===== src/rtl/channel_mixer_seq.sv =====
// channel_mixer_seq: time-multiplexed audio mixer.
// Mixes NUM_CH signed voices into one saturated signed sample using a
// single multiply-accumulate per clock. Inputs are snapshotted on
// acceptance, so the live inputs may change while a mix is running.
module channel_mixer_seq #(
    parameter int NUM_CH = 16,
    parameter int IN_W   = 18,
    parameter int GAIN_W = 8,
    parameter int SHIFT  = 2,
    parameter int OUT_W  = 16
) (
    input  logic                     clk,
    input  logic                     rst,
    input  logic                     calcul_en,
    input  logic [NUM_CH*IN_W-1:0]   ch_sound,
    input  logic [NUM_CH*GAIN_W-1:0] ch_gain,
    input  logic [NUM_CH-1:0]        ch_mute,
    output logic [OUT_W-1:0]         data_out,
    output logic                     valid_out,
    output logic                     clip,
    output logic                     busy,
    output logic                     overrun
);

    localparam int IDX_W  = $clog2(NUM_CH);
    localparam int PROD_W = IN_W + GAIN_W + 1;
    localparam int ACC_W  = PROD_W + $clog2(NUM_CH);
    localparam int NORM   = GAIN_W - 1 + SHIFT;

    localparam logic [1:0] ST_IDLE = 2'd0;
    localparam logic [1:0] ST_ACC  = 2'd1;
    localparam logic [1:0] ST_DONE = 2'd2;

    localparam logic [IDX_W-1:0] IDX_LAST = IDX_W'(NUM_CH - 1);

    // Saturation bounds expressed at accumulator width for a signed compare.
    localparam logic signed [ACC_W-1:0] OUT_MAX = ACC_W'((64'sd1 <<< (OUT_W - 1)) - 64'sd1);
    localparam logic signed [ACC_W-1:0] OUT_MIN = ~OUT_MAX;

    logic [1:0]                state_q, state_d;
    logic [IDX_W-1:0]          idx_q, idx_d;
    logic signed [ACC_W-1:0]   acc_q, acc_d;
    logic [NUM_CH*IN_W-1:0]    snd_q, snd_d;
    logic [NUM_CH*GAIN_W-1:0]  gain_q, gain_d;
    logic [NUM_CH-1:0]         mute_q, mute_d;
    logic [OUT_W-1:0]          data_q, data_d;
    logic                      valid_q, valid_d;
    logic                      clip_q, clip_d;
    logic                      busy_q, busy_d;
    logic                      overrun_q, overrun_d;

    logic signed [IN_W-1:0]    smp_s;
    logic signed [GAIN_W:0]    gain_ext_s;
    logic signed [PROD_W-1:0]  prod_s;
    logic signed [ACC_W-1:0]   scaled_s;

    // Product of the channel currently at the bottom of the snapshot shift registers.
    always_comb begin
        smp_s      = snd_q[IN_W-1:0];
        gain_ext_s = {1'b0, gain_q[GAIN_W-1:0]};
        if (mute_q[0]) begin
            prod_s = '0;
        end else begin
            prod_s = PROD_W'(smp_s) * PROD_W'(gain_ext_s);
        end
        scaled_s = acc_q >>> NORM;
    end

    // Sequencer: accept, accumulate one channel per cycle, then scale and saturate.
    always_comb begin
        state_d   = state_q;
        idx_d     = idx_q;
        acc_d     = acc_q;
        snd_d     = snd_q;
        gain_d    = gain_q;
        mute_d    = mute_q;
        data_d    = data_q;
        clip_d    = clip_q;
        valid_d   = 1'b0;
        overrun_d = 1'b0;
        case (state_q)
            ST_IDLE: begin
                if (calcul_en) begin
                    snd_d   = ch_sound;
                    gain_d  = ch_gain;
                    mute_d  = ch_mute;
                    acc_d   = '0;
                    idx_d   = '0;
                    state_d = ST_ACC;
                end else begin
                    state_d = ST_IDLE;
                end
            end
            ST_ACC: begin
                overrun_d = calcul_en;
                acc_d     = acc_q + ACC_W'(prod_s);
                idx_d     = idx_q + IDX_W'(1);
                snd_d     = snd_q >> IN_W;
                gain_d    = gain_q >> GAIN_W;
                mute_d    = mute_q >> 1;
                if (idx_q == IDX_LAST) begin
                    state_d = ST_DONE;
                end else begin
                    state_d = ST_ACC;
                end
            end
            ST_DONE: begin
                overrun_d = calcul_en;
                valid_d   = 1'b1;
                state_d   = ST_IDLE;
                if (scaled_s > OUT_MAX) begin
                    data_d = {1'b0, {(OUT_W-1){1'b1}}};
                    clip_d = 1'b1;
                end else if (scaled_s < OUT_MIN) begin
                    data_d = {1'b1, {(OUT_W-1){1'b0}}};
                    clip_d = 1'b1;
                end else begin
                    data_d = scaled_s[OUT_W-1:0];
                    clip_d = 1'b0;
                end
            end
            default: begin
                state_d = ST_IDLE;
            end
        endcase
        busy_d = (state_d != ST_IDLE);
    end

    // State and output registers; reset aborts any mix in progress.
    always_ff @(posedge clk) begin
        if (rst) begin
            state_q   <= ST_IDLE;
            idx_q     <= '0;
            acc_q     <= '0;
            snd_q     <= '0;
            gain_q    <= '0;
            mute_q    <= '0;
            data_q    <= '0;
            valid_q   <= 1'b0;
            clip_q    <= 1'b0;
            busy_q    <= 1'b0;
            overrun_q <= 1'b0;
        end else begin
            state_q   <= state_d;
            idx_q     <= idx_d;
            acc_q     <= acc_d;
            snd_q     <= snd_d;
            gain_q    <= gain_d;
            mute_q    <= mute_d;
            data_q    <= data_d;
            valid_q   <= valid_d;
            clip_q    <= clip_d;
            busy_q    <= busy_d;
            overrun_q <= overrun_d;
        end
    end

    assign data_out  = data_q;
    assign valid_out = valid_q;
    assign clip      = clip_q;
    assign busy      = busy_q;
    assign overrun   = overrun_q;

endmodule


===== config.mk =====
export PLATFORM = sky130hd
export DESIGN_NAME = channel_mixer_seq
export DESIGN_NICKNAME = d
export VERILOG_FILES = /design/src/rtl/channel_mixer_seq.sv
export SDC_FILE = /design/constraint.sdc
export NUM_CORES = 2
export LEC_CHECK = 0
export ABC_AREA = 1
export BUFFER_PORTS_ARGS = -buffer_cell sky130_fd_sc_hd__buf_2
export CORE_MARGIN = 2
export CORE_UTILIZATION = 25
export CTS_BUF_LIST = sky130_fd_sc_hd__clkbuf_16
export CTS_CLUSTER_SIZE = 28
export DETAILED_ROUTE_END_ITERATION = 8
export PLACE_DENSITY = 0.43
export SYNTH_ARGS = -nofsm -noshare
export SYNTH_HDL_FRONTEND = slang
export SYNTH_SLANG_ARGS = --single-unit

===== constraint.sdc =====
create_clock -name clk -period 6.21 [get_ports clk]
set_input_delay 0 -clock clk [delete_from_list [all_inputs] [get_ports clk]]
set_output_delay 0 -clock clk [all_outputs]
set_load 0.02 [all_outputs]

==> flow_summary_export.csv <==
group,metric,value,unit
hold_path,worstHoldPathCells,3,
power_and_ir_drop,pwr-share-seq,40.2,%
layout,nets,5093,
detailed_routing,ant_nets,0,
floorplanning,coreArea,105000,sq um
layout,seq_area,9816,sq um
timing,whs,0.1167,ns
place,dp_cells,5300,
logic_synthesis,synth_nets,4282,
detailed_routing,via_per_inst,4.599,
critical_path,cp_max_fo,6,
floorplanning,initial_core_util,25.11,%
layout,area_growth,41.05,%
layout,multiInputGateArea,14690,sq um
detailed_routing,wl_met3,4.318,mm
critical_path,crit_path_max_incr_delay,0.53,ns
timing,skew,0.03380,ns
logic_synthesis,synth.avg_cell_area,7.232,sq um
floorplanning,die_h,328.7,um
timing,final_hold_viol_count,0,
clock_network,cts.sinks,489,
clock_network,cts_made_buffers,67,
global_routing,track_usage,18.65,%
clock_network,cts_tree,"done",
critical_path,critPathBufInv,6,
clock_network,clock_latency,0.65,ns
critical_path,required,6.71,ns
logic_synthesis,synth_cell_type_count,37,
power_and_ir_drop,p_sw_share,30.27,%
critical_path,critPathTopFamily,"adder cells",
floorplanning,die_w,328.7,um
power_and_ir_drop,leakagePower,16.17,nW
critical_path,worstSetupPathType,"reg -> reg",
global_routing,antenna_found_initial,34,
clock_network,path_clk_slew,0.06,ns
logic_synthesis,synth_area,26350,sq um
power_and_ir_drop,power.switching,2.654,mW
clock_network,htree_levels,3,
layout,final_common_cell,"nand2_1",
timing,slew_viol_final,0,
detailed_routing,drt_iter0_drc,1759,
timing,fin_crit,5.942,ns
detailed_routing,wl_per_cell,17.38,um
critical_path,rrSetupSlack,0.27,ns
critical_path,r2r_end,"acc_q[22]$_SDFFE_PP0P_",
hold_path,hp-class,"in -> reg",
power_and_ir_drop,p_int,6.114,mW
job,drv_cap,0,
timing,slew_headroom,33.76,%
place,hpwl,72.12,mm
timing,period_share,95.69,%
timing,rsz0062_at_grt,"true",
hold_path,hold_start,"ch_sound[271]",
place,numPortBuffers,454,
power_and_ir_drop,vdd_ir_drop_max,152.1,uV
floorplanning,die_area,108000,sq um
detailed_routing,drc_errors,0,
detailed_routing,top_layer,"met5",
global_routing,grt_pass1_wl,159.3,mm
detailed_routing,wl_met2,48.97,mm
power_and_ir_drop,p_total,8.768,mW
critical_path,reg2reg_from,"snd_q[9]$_SDFFE_PP0P_",
status,status,"finished clean",
timing,fin_ws,0.2675,ns
detailed_routing,wl,102.7,mm
detailed_routing,firstDrtPassIters,5,
floorplanning,num_io_pins,455,
clock_network,cts-root-buf,"clkbuf_16",
critical_path,crit_path_start,"snd_q[9]$_SDFFE_PP0P_",
layout,fin_util,35.41,%
layout,nFillCells,11390,
critical_path,arrival,6.45,ns
clock_network,clock_path_buffers,3,
layout,instances_no_fill,5910,
hold_path,whs_endpoint,"snd_q[271]$_SDFFE_PP0P_",
layout,final_cell_mix,"nand2_1 (1377), dfxtp_1 (474), dlygate4sd3_1 (465)",
detailed_routing,vias,27180,
logic_synthesis,yosysWarningCount,0,
logic_synthesis,netlist_instances,3644,
timing,setup_viol,0,
timing,tightest_slew,0.9937,ns
logic_synthesis,ys_ff_latch,489,
critical_path,start_kind,"flip-flop",
logic_synthesis,ys_seq_area_share,37.15,%
place,place_ws,-0.2417,ns
power_and_ir_drop,clock_power_share,42.1,%
global_routing,overflow,0,
critical_path,cp-end-kind,"flip-flop",
global_routing,first_global_vias,27770,
timing,fmax,168.3,MHz
floorplanning,placementRows,119,
critical_path,cpMaxStageDelayCell,"fa_1",
power_and_ir_drop,combPwrFrac,17.8,%
place,gp_congestion,0.8461,
critical_path,rr_worst_depth,26,
layout,layout-drive-gt1-share,15.74,%
detailed_routing,wl_met1,46.60,mm
global_routing,grt_max_degree,164,
power_and_ir_drop,cellPowerDensity,235.9,nW/um^2
[worst register-to-register path, delay by kind of cell (launching register included)]
family | cells | cell delay (ns)
buffers and inverters | 6 | 0.61
and+or+nand+nor | 5 | 0.70
AOI/OAI and AO/OA | 8 | 1.36
adders and majority gates | 6 | 2.58
DFF | 1 | 0.41
xor gates and xnor gates | 1 | 0.15
[cells in the mapped netlist (all sizes together)]
cell type	n	area share, %
xnor2	8	0.27
inv	316	4.5
dfxtp	489	37
o21a	3	0.085
a21oi	81	1.5
o31ai	1	0.028
a32o	27	1.0
a21boi	4	0.11
clkinv	1	0.014
nor3	6	0.11
and3	1	0.024
o21ai	265	5.0
o21bai	10	0.28
a211oi	2	0.057
nor2	93	1.3
xor2	8	0.27
buf	59	1.1
nand2	1382	20
nand3b	7	0.20
o221ai	2	0.066
ha	88	4.2
fa	115	8.7
nand4	11	0.26
nand3	34	0.65
nor4	1	0.024
a221oi	1	0.033
o211ai	5	0.14
a21o	12	0.34
a22o	3	0.10
a31oi	404	9.6
a22oi	10	0.28
clkbuf	195	2.8
[logic make-up after synthesis]
kind of cell             Yosys count  synth area share (%)
XOR/XNOR                          16                0.5318
adder cells (fa/ha/maj)          203                 12.91
AO/OA/AOI/OAI                    830                 18.74
flip-flops                       489                 37.15
AND/OR/NAND/NOR                 1535                 22.30
buffers and inverters            571                 8.375
[how the worst max path moves through the flow]
stage                        endpoint  depth (start not counted)
6_report       acc_q[22]$_SDFFE_PP0P_                         26
5_1_grt        acc_q[29]$_SDFFE_PP0P_                         31
4_1_cts        acc_q[26]$_SDFFE_PP0P_                         26
3_5_place_dp   acc_q[26]$_SDFFE_PP0P_                         28
3_3_place_gp   acc_q[26]$_SDFFE_PP0P_                         30
2_1_floorplan  acc_q[25]$_SDFFE_PP0P_                         29
[stage by stage]
stage               TNS [ns]  area [sq um]
floorplan                  0         26350
global placement     -0.6818         29980
detailed placement   -0.7857         29980
CTS                        0         36710
global route        -0.07102         37170
finish                     0         37170
[per-layer routing]
metal	vias to the layer above	GRT usage (%)
met2	527	30.97
li1	13610	-
met5	-	0
met1	12860	24.25
met3	157	3.552
met4	24	6.105
[flip-flops by register name (all words and copies together), names as in the netlist]
| name | flops |
|---|---|
| acc_q | 31 |
| busy | 1 |
| clip | 1 |
| mute_q | 16 |
| state_q | 2 |
| valid_out | 1 |
| overrun | 1 |
| data_out | 16 |
| gain_q | 128 |
| snd_q | 288 |
| idx_q | 4 |
[cell type report]
| class | count | area share [%] |
|---|---|---|
| timing repair buffer | 996 | 20.46 |
| clock buffer | 67 | 4.510 |
| clock inverter | 44 | 1.047 |
| sequential | 489 | 26.41 |
| inverter | 317 | 3.241 |
| multi-input combinational | 2584 | 39.51 |
| antenna | 22 | 0.1481 |
| tap | 1391 | 4.682 |
[timing repair]
item / CTS / global route
hold endpoints to repair: 441 / 0
pin swaps: 0 / 13
setup endpoints to repair: 5 / 15
hold buffers: 465 / 0
resized for setup: 5 / 93
setup buffers: 0 / 12
[power by group through the flow]
stage                     clock network (mW)  logic (mW)  registers, mW
final                                   3.69        1.56           3.52
after detailed placement                   0        1.27           3.58
after CTS                               3.81        1.53           3.52
after global routing                    3.93        1.75           3.55
after floorplan                            0       0.847           3.51
after global placement                     0        1.27           3.58
No activity file was read; power rests on OpenSTA's default activity.
